## config.mk

```make
export PLATFORM = sky130hd
export DESIGN_NAME = beep_seq
export DESIGN_NICKNAME = d
export VERILOG_FILES = /design/src/rtl/beep_pkg.sv /design/src/rtl/tone_div.sv /design/src/rtl/beep_seq.sv
export SDC_FILE = /design/constraint.sdc
export NUM_CORES = 1
export LEC_CHECK = 0
export ABC_AREA = 1
export ABC_CLOCK_PERIOD_IN_PS = 2400
export BUFFER_PORTS_ARGS = -buffer_cell sky130_fd_sc_hd__buf_2
export CAP_MARGIN = 20
export CORE_AREA = 3 3 92 94
export DETAILED_ROUTE_END_ITERATION = 10
export DIE_AREA = 0 0 95 97
export HOLD_SLACK_MARGIN = 0.02
export PLACE_DENSITY_LB_ADDON = 0.12
export SYNTH_ARGS = -nofsm -noshare
export SYNTH_HDL_FRONTEND = slang
export SYNTH_SLANG_ARGS = --single-unit
export TNS_END_PERCENT = 100
```

## constraint.sdc

```tcl
create_clock -name clk -period 2.4 [get_ports clk]
set_clock_uncertainty 0.15 [all_clocks]
set_input_delay 0.48 -clock clk [delete_from_list [all_inputs] [get_ports clk]]
set_output_delay 0.48 -clock clk [all_outputs]
set_load 0.05 [all_outputs]
```

## src/rtl/beep_pkg.sv

```systemverilog
// Shared types and default timing for the buzzer pattern sequencer.
// Defaults assume a 50 MHz clock.
package beep_pkg;

    typedef enum logic [1:0] {
        IDLE = 2'd0,
        ON   = 2'd1,
        OFF  = 2'd2
    } state_t;

    localparam int CLK_HZ        = 50_000_000;
    localparam int TONE_HALF_DEF = CLK_HZ / 4000;  // 2 kHz tone
    localparam int ON_CYC_DEF    = CLK_HZ / 10;    // 0.1 s burst
    localparam int OFF_CYC_DEF   = CLK_HZ / 10;    // 0.1 s gap

    function automatic int max2(input int a, input int b);
        return (a > b) ? a : b;
    endfunction

endpackage

```

## src/rtl/tone_div.sv

```systemverilog
// Square-wave divider: tone restarts high on clr and toggles every HALF enabled cycles.
// tone_next exposes the level the tone register takes at the coming edge.
module tone_div #(
    parameter int HALF = 12500
) (
    input  logic clk,
    input  logic rst,
    input  logic clr,
    input  logic en,
    output logic tone_next
);
    localparam int CW = $clog2(HALF + 1);

    logic [CW-1:0] cnt_reg;
    logic [CW-1:0] cnt_next;
    logic          tone_reg;

    always_comb begin
        cnt_next  = cnt_reg;
        tone_next = tone_reg;
        if (clr) begin
            cnt_next  = '0;
            tone_next = 1'b1;
        end else if (en) begin
            if (cnt_reg == CW'(HALF - 1)) begin
                cnt_next  = '0;
                tone_next = ~tone_reg;
            end else begin
                cnt_next = cnt_reg + 1'b1;
            end
        end
    end

    always_ff @(posedge clk) begin
        if (rst) begin
            cnt_reg  <= '0;
            tone_reg <= 1'b0;
        end else begin
            cnt_reg  <= cnt_next;
            tone_reg <= tone_next;
        end
    end

endmodule

```

## src/rtl/beep_seq.sv

```systemverilog
// Plays beep_cnt tone bursts on each rising edge of the timer full flag,
// with busy/done status and a remaining-burst count.
module beep_seq
    import beep_pkg::*;
#(
    parameter int TONE_HALF = TONE_HALF_DEF,
    parameter int ON_CYC    = ON_CYC_DEF,
    parameter int OFF_CYC   = OFF_CYC_DEF,
    parameter int CNT_W     = 4
) (
    input  logic             clk,
    input  logic             rst,
    input  logic             trig,
    input  logic [CNT_W-1:0] beep_cnt,
    input  logic             mute,
    output logic             buzzer,
    output logic             busy,
    output logic             done,
    output logic [CNT_W-1:0] beeps_left
);
    localparam int DW = $clog2(max2(ON_CYC, OFF_CYC) + 1);

    state_t           state_reg;
    logic             trig_q;
    logic [DW-1:0]    dur_reg;
    logic [CNT_W-1:0] beeps_left_reg;
    logic             buzzer_reg;
    logic             done_reg;

    logic trig_evt;
    logic start;
    logic on_last;
    logic off_last;
    logic tone_clr;
    logic tone_en;
    logic tone_next;

    assign trig_evt = trig & ~trig_q;
    assign start    = (state_reg == IDLE) && trig_evt && (beep_cnt != '0);
    assign on_last  = (state_reg == ON)  && (dur_reg == DW'(ON_CYC - 1));
    assign off_last = (state_reg == OFF) && (dur_reg == DW'(OFF_CYC - 1));

    // Clearing on every ON entry gives each burst the same starting phase.
    assign tone_clr = start | off_last;
    assign tone_en  = (state_reg == ON);

    tone_div #(
        .HALF(TONE_HALF)
    ) u_tone_div (
        .clk       (clk),
        .rst       (rst),
        .clr       (tone_clr),
        .en        (tone_en),
        .tone_next (tone_next)
    );

    // buzzer is computed from the next state so the first ON cycle is already high.
    always_ff @(posedge clk) begin
        if (rst) begin
            state_reg      <= IDLE;
            trig_q         <= 1'b0;
            dur_reg        <= '0;
            beeps_left_reg <= '0;
            buzzer_reg     <= 1'b0;
            done_reg       <= 1'b0;
        end else begin
            trig_q     <= trig;
            done_reg   <= 1'b0;
            buzzer_reg <= 1'b0;
            case (state_reg)
                IDLE: begin
                    if (start) begin
                        state_reg      <= ON;
                        dur_reg        <= '0;
                        beeps_left_reg <= beep_cnt;
                        buzzer_reg     <= ~mute;
                    end
                end
                ON: begin
                    if (on_last) begin
                        dur_reg <= '0;
                        if (beeps_left_reg > CNT_W'(1)) begin
                            beeps_left_reg <= beeps_left_reg - 1'b1;
                            state_reg      <= OFF;
                        end else begin
                            beeps_left_reg <= '0;
                            state_reg      <= IDLE;
                            done_reg       <= 1'b1;
                        end
                    end else begin
                        dur_reg    <= dur_reg + 1'b1;
                        buzzer_reg <= tone_next & ~mute;
                    end
                end
                OFF: begin
                    if (off_last) begin
                        dur_reg    <= '0;
                        state_reg  <= ON;
                        buzzer_reg <= ~mute;
                    end else begin
                        dur_reg <= dur_reg + 1'b1;
                    end
                end
                default: begin
                    state_reg <= IDLE;
                end
            endcase
        end
    end

    assign buzzer     = buzzer_reg;
    assign busy       = (state_reg != IDLE);
    assign done       = done_reg;
    assign beeps_left = beeps_left_reg;

endmodule

```

After elaboration in Yosys (flattened, before gate mapping)
Cells that the tools add are included.
- register bits after elaboration: 47
- latch bits: 0
- bits in writable memories: 0
- bits in read-only memories: 0
- output and inout bits: 7
- memories: 0
- add/subtract/negate cells: 3
- multipliers: 0
- divide/modulo/power cells: 0
- $lt $le $gt $ge: 1
- equality and inequality tests: 7
- shifts and indexed selects: 0
- multiplexer cells: 22
- bitwise operators: 8
- reductions and logical operators: 14
- operators with widths (cell ; count):
    $mux 23 ; 3
    $pmux 23 s3 ; 1
    $add 23x1->23 const B ; 1
    $eq 23x23->1 const B ; 1
    $add 14x1->14 const B ; 1
    $eq 14x14->1 const B ; 1
    $mux 14 ; 1
    $mux 4 ; 3
    $mux 2 ; 4
    $pmux 4 s2 ; 1
    $mux 1 ; 7
    $ne 2x2->1 const B ; 3
    $pmux 2 s3 ; 1
    $reduce_and 3->1 ; 2
    $not 1->1 ; 5
    $gt 4x1->1 const B ; 1
    $logic_and 1x1->1 ; 4
    $reduce_bool 2->1 ; 2
    $reduce_bool 4->1 ; 1
    $sub 4x1->4 const B ; 1
    $pmux 1 s3 ; 1
    $reduce_bool 3->1 ; 1
    $reduce_or 3->1 ; 1
    $and 1x1->1 ; 2
    other kinds (6) ; 6

Logic depth before layout (Yosys ltp)
- word-level depth: 9
- depth in mapped cells: 12
- depth with buffers taken out: 12

Hierarchy
Synthesis repeated with hierarchy kept, for this count alone.
- cell total of the unflattened synthesis: 432
- area, all modules: 2808.9 um^2
- by module, submodules not included (module ; instances ; cells an instance ; area an instance (um^2)):
    beep_seq ; 1 ; 318 ; 2031.9
    tone_div ; 1 ; 114 ; 777.0

Least setup slack after synthesis
No wires, ideal clock.
- kind: reg2reg
- from: register state_reg[0]
- to: register dur_reg[12]
- library setup time: 0.119 ns
- arrival time: 1.896 ns
- data required time: 2.131 ns
- setup slack: 0.234 ns
- cell stages (with the launch flop): 11
- buffers on the path: 1
- cell sequence: dfxtp_1 inv_1 ha_1 inv_1 nor3_2 nand2_2 a21oi_4 nand2_2 nand2_2 buf_6 nor3_1
- word-level cells in the longest chain between the ends: 5
- RTL lines (element ; line ; text):
    from (decl) ; beep_seq.sv:23 ; state_t state_reg;
    from (signal assigned) ; beep_seq.sv:60 ; state_reg <= IDLE;
    from (signal assigned) ; beep_seq.sv:73 ; state_reg <= ON;
    from (signal assigned) ; beep_seq.sv:84 ; state_reg <= OFF;
    $logic_not 2->1 ; beep_seq.sv:39, beep_seq.sv:70 ;
    $logic_and 1x1->1 (2 in a row) ; beep_seq.sv:39 ; assign start = (state_reg == IDLE) && trig_evt && (beep_cnt != '0);
    $ne 2x2->1 (no source line) ; -- ;
    $reduce_and 2->1 (no source line) ; -- ;
    to (signal assigned) ; beep_seq.sv:91 ; dur_reg <= dur_reg + 1'b1;
    to (signal assigned) ; beep_seq.sv:101 ; dur_reg <= dur_reg + 1'b1;
    to (decl) ; beep_seq.sv:25 ; logic [DW-1:0] dur_reg;
Parallel ways exist; a longest one is shown, timed or not.
A chain may end at the register's enable or synchronous reset.

Final worst setup path
- from: register state_reg[0]
- to: register dur_reg[16]
Same word-level chain as after synthesis.

==> flow_metrics.py <==
metrics = {
    "outcome": {
        "outcome": "complete, no violations",
    },
    "logic_synthesis": {
        "ys.flop_type": "dfxtp_1",
        "yosysTopAreaCellShare": 0.350,
        "synthesis.instances": 404,
        "synthTopCellsByArea": "dfxtp_1 35%, nand2_1 12%, nor2_1 10%",
        "yosys_warnings": 0,
        "syn_nets": 420,
        "async_flop_share": 0,
        "synth_top_area_cell": "dfxtp_1",
        "synth_cell_types": 30,
        "syn_area_per_cell_um2": 6.65,
        "yosys_register_bits": 47,
        "ys_seq_area_frac": 0.350,
        "syn_area_um2": 2690,
        "synth_edf_count": 0,
    },
    "worst_setup_path": {
        "cp.arrival_ps": 2100,
        "cp_data_required_time_ps": 2430,
        "cp-end-kind": "flop",
        "critPathMaxFanout": 14,
        "crit_type": "flop to flop",
        "startpoint_type": "flop",
    },
    "finish": {
        "final_common_cell": "nand2_1",
        "fin_cells": 528,
        "final_nets": 441,
        "regArea_um2": 941,
        "nFillCells": 831,
        "drive_gt1_frac": 0.0986,
        "layout_common_cells": "83 x nand2_1, 72 x nor2_1, 51 x inv_1, 47 x dfxtp_1, 35 x nand3_1",
        "multi_input_area_um2": 1500,
        "diodes": 0,
        "largest_reg_flops": 23,
        "area_growth_pct": 10.4,
    },
    "timing": {
        "rsz0062_at_grt": "no",
        "setup_viol": 0,
        "fmax_mhz": 482,
        "min_period_over_period": 0.865,
        "hold_violations": 0,
        "maxSlewHeadroom": 0.762,
        "min_period_ps": 2080,
        "slew_viol_final": 0,
        "setup_slack_ps": 325,
        "tns_ps": 0,
        "worstMarginPinSlew_ps": 356,
    },
    "route": {
        "vias": 2522,
        "viasPerCell": 4.78,
        "first_pass_iters": 4,
        "wirelength_um": 6430,
        "drc": 0,
        "drt_iter0_drc": 107,
        "ant_nets": 0,
        "drt-wirelength-per-cell_um": 12.2,
    },
    "floorplan": {
        "coreArea_um2": 7730,
        "die-height_um": 97,
        "io_pins": 15,
        "start_util": 0.347,
        "die_area_um2": 9220,
        "die_w_um": 95,
        "num_rows": 32,
    },
    "place": {
        "place_ws_ps": 357,
        "numPlacedInstances": 520,
        "dp_hpwl_um": 4870,
        "place_congestion": 0.823,
        "portBuffers": 14,
    },
    "power": {
        "intPower_w": 0.00131,
        "power_frac_seq": 0.395,
        "p_clk_frac": 0.213,
        "p_comb_frac": 0.392,
        "p_per_area_nw_per_um2": 756,
        "leakagePower_nw": 1.14,
        "max-vdd-ir-drop_uv": 211,
        "power_switching_w": 0.000933,
        "sw_frac_of_total": 0.417,
    },
    "grt": {
        "track_usage": 0.146,
        "grt_antenna_before_repair": 0,
        "grt_pass1_vias": 2336,
        "grt_max_degree": 15,
        "grt_pass1_wl_um": 10900,
        "gr-total-overflow": 0,
    },
    "min_path": {
        "hold_path.class": "primary input to flop",
    },
    "flow_run": {
        "maxCapViolCount": 0,
    },
    "cts": {
        "cts-root-buf": "clkbuf_8",
        "clock_latency_ps": 310,
        "cts_made_buffers": 5,
        "clk_pin_slew_ps": 100,
        "ctsHoldBuffers": 0,
        "cts_tree": "yes",
        "cts.sinks": 47,
        "post-cts-setup-buffers": 0,
        "htreeDepth": 2,
        "clock_path_buffers": 2,
        "ctsResizeCount": 0,
    },
}
==> layout make-up <==
cell class,count,area share
Multi-Input combinational cell,299,0.507
Sequential cell,47,0.317
Inverter,52,0.0659
Tap cell,102,0.0431
Timing Repair Buffer,20,0.0388
Clock buffer,7,0.0257
Clock inverter,1,0.00169
==> synth_stat cells (2+ instances only) <==
cell type / count
nor2_1: 72
nand2_1: 83
nor3_2: 3
o22ai_1: 2
inv_1: 51
or2_2: 2
o21bai_1: 6
nand2_2: 7
clkbuf_1: 3
nand3b_1: 2
ha_1: 8
xnor2_1: 5
buf_6: 3
nand4_1: 16
a21oi_1: 14
xor2_1: 7
nor2_2: 3
dfxtp_1: 47
nor3_1: 19
nand3_1: 35
o21ai_0: 7
==> layer usage <==
layer  track usage  share of wire  vias to the layer above
li1              -              -                     1345
met1         0.204           0.51                     1120
met2         0.223           0.44                       46
met3        0.0264          0.040                       11
met4        0.0466          0.018                        0
met5             0              0                        -
==> worst paths after layout <==
kind                              start  depth (start not counted)                    end  slack [ps]
setup reg to reg           state_reg[0]                          7            dur_reg[16]         320
hold / removal                     trig                          3                 trig_q         240
setup / recovery           state_reg[0]                          7            dur_reg[16]         320
hold reg to reg   u_tone_div.cnt_reg[1]                          2  u_tone_div.cnt_reg[1]         340
==> critical path, stage by stage (launching register included) <==
cell     delay [ps]
dfxtp_1         390
inv_1            90
ha_1            260
or2_2           370
nand3_1         140
nand2_2         140
nand2_2         310
nor2_1           90
==> cells by family (layout without fill, tap and decap cells) <==
kind of cell               Yosys count  count (layout)  synth area share
AOI/OAI and AO/OA                   36              36            0.0820
adders and majority gates            8               8            0.0373
buffers and inverters               58              80            0.0895
DFF                                 47              47             0.350
xor gates and xnor gates            12              12            0.0391
and+or+nand+nor                    243             243             0.402
==> stage by stage <==
stage               total power, W  cell area, um2  utilization  hold WS (ps)
floorplan                  0.00159            2690            -           308
global placement           0.00178            2880        0.373           320
detailed placement         0.00179            2880        0.373           326
CTS                        0.00228            2960        0.384           243
global route               0.00240            2960        0.384           272
finish                     0.00224            2960        0.384           245
==> power by group through the flow <==
stage	clock (W)	sequential, W	combinational (W)
2_1_floorplan	0	0.000983	0.000603
3_3_place_gp	0	0.000902	0.000881
3_5_place_dp	0	0.000902	0.000889
4_1_cts	0.000504	0.000884	0.000896
5_1_grt	0.000535	0.000893	0.000975
6_report	0.000477	0.000884	0.000878
(Power assumes the default switching activity.)
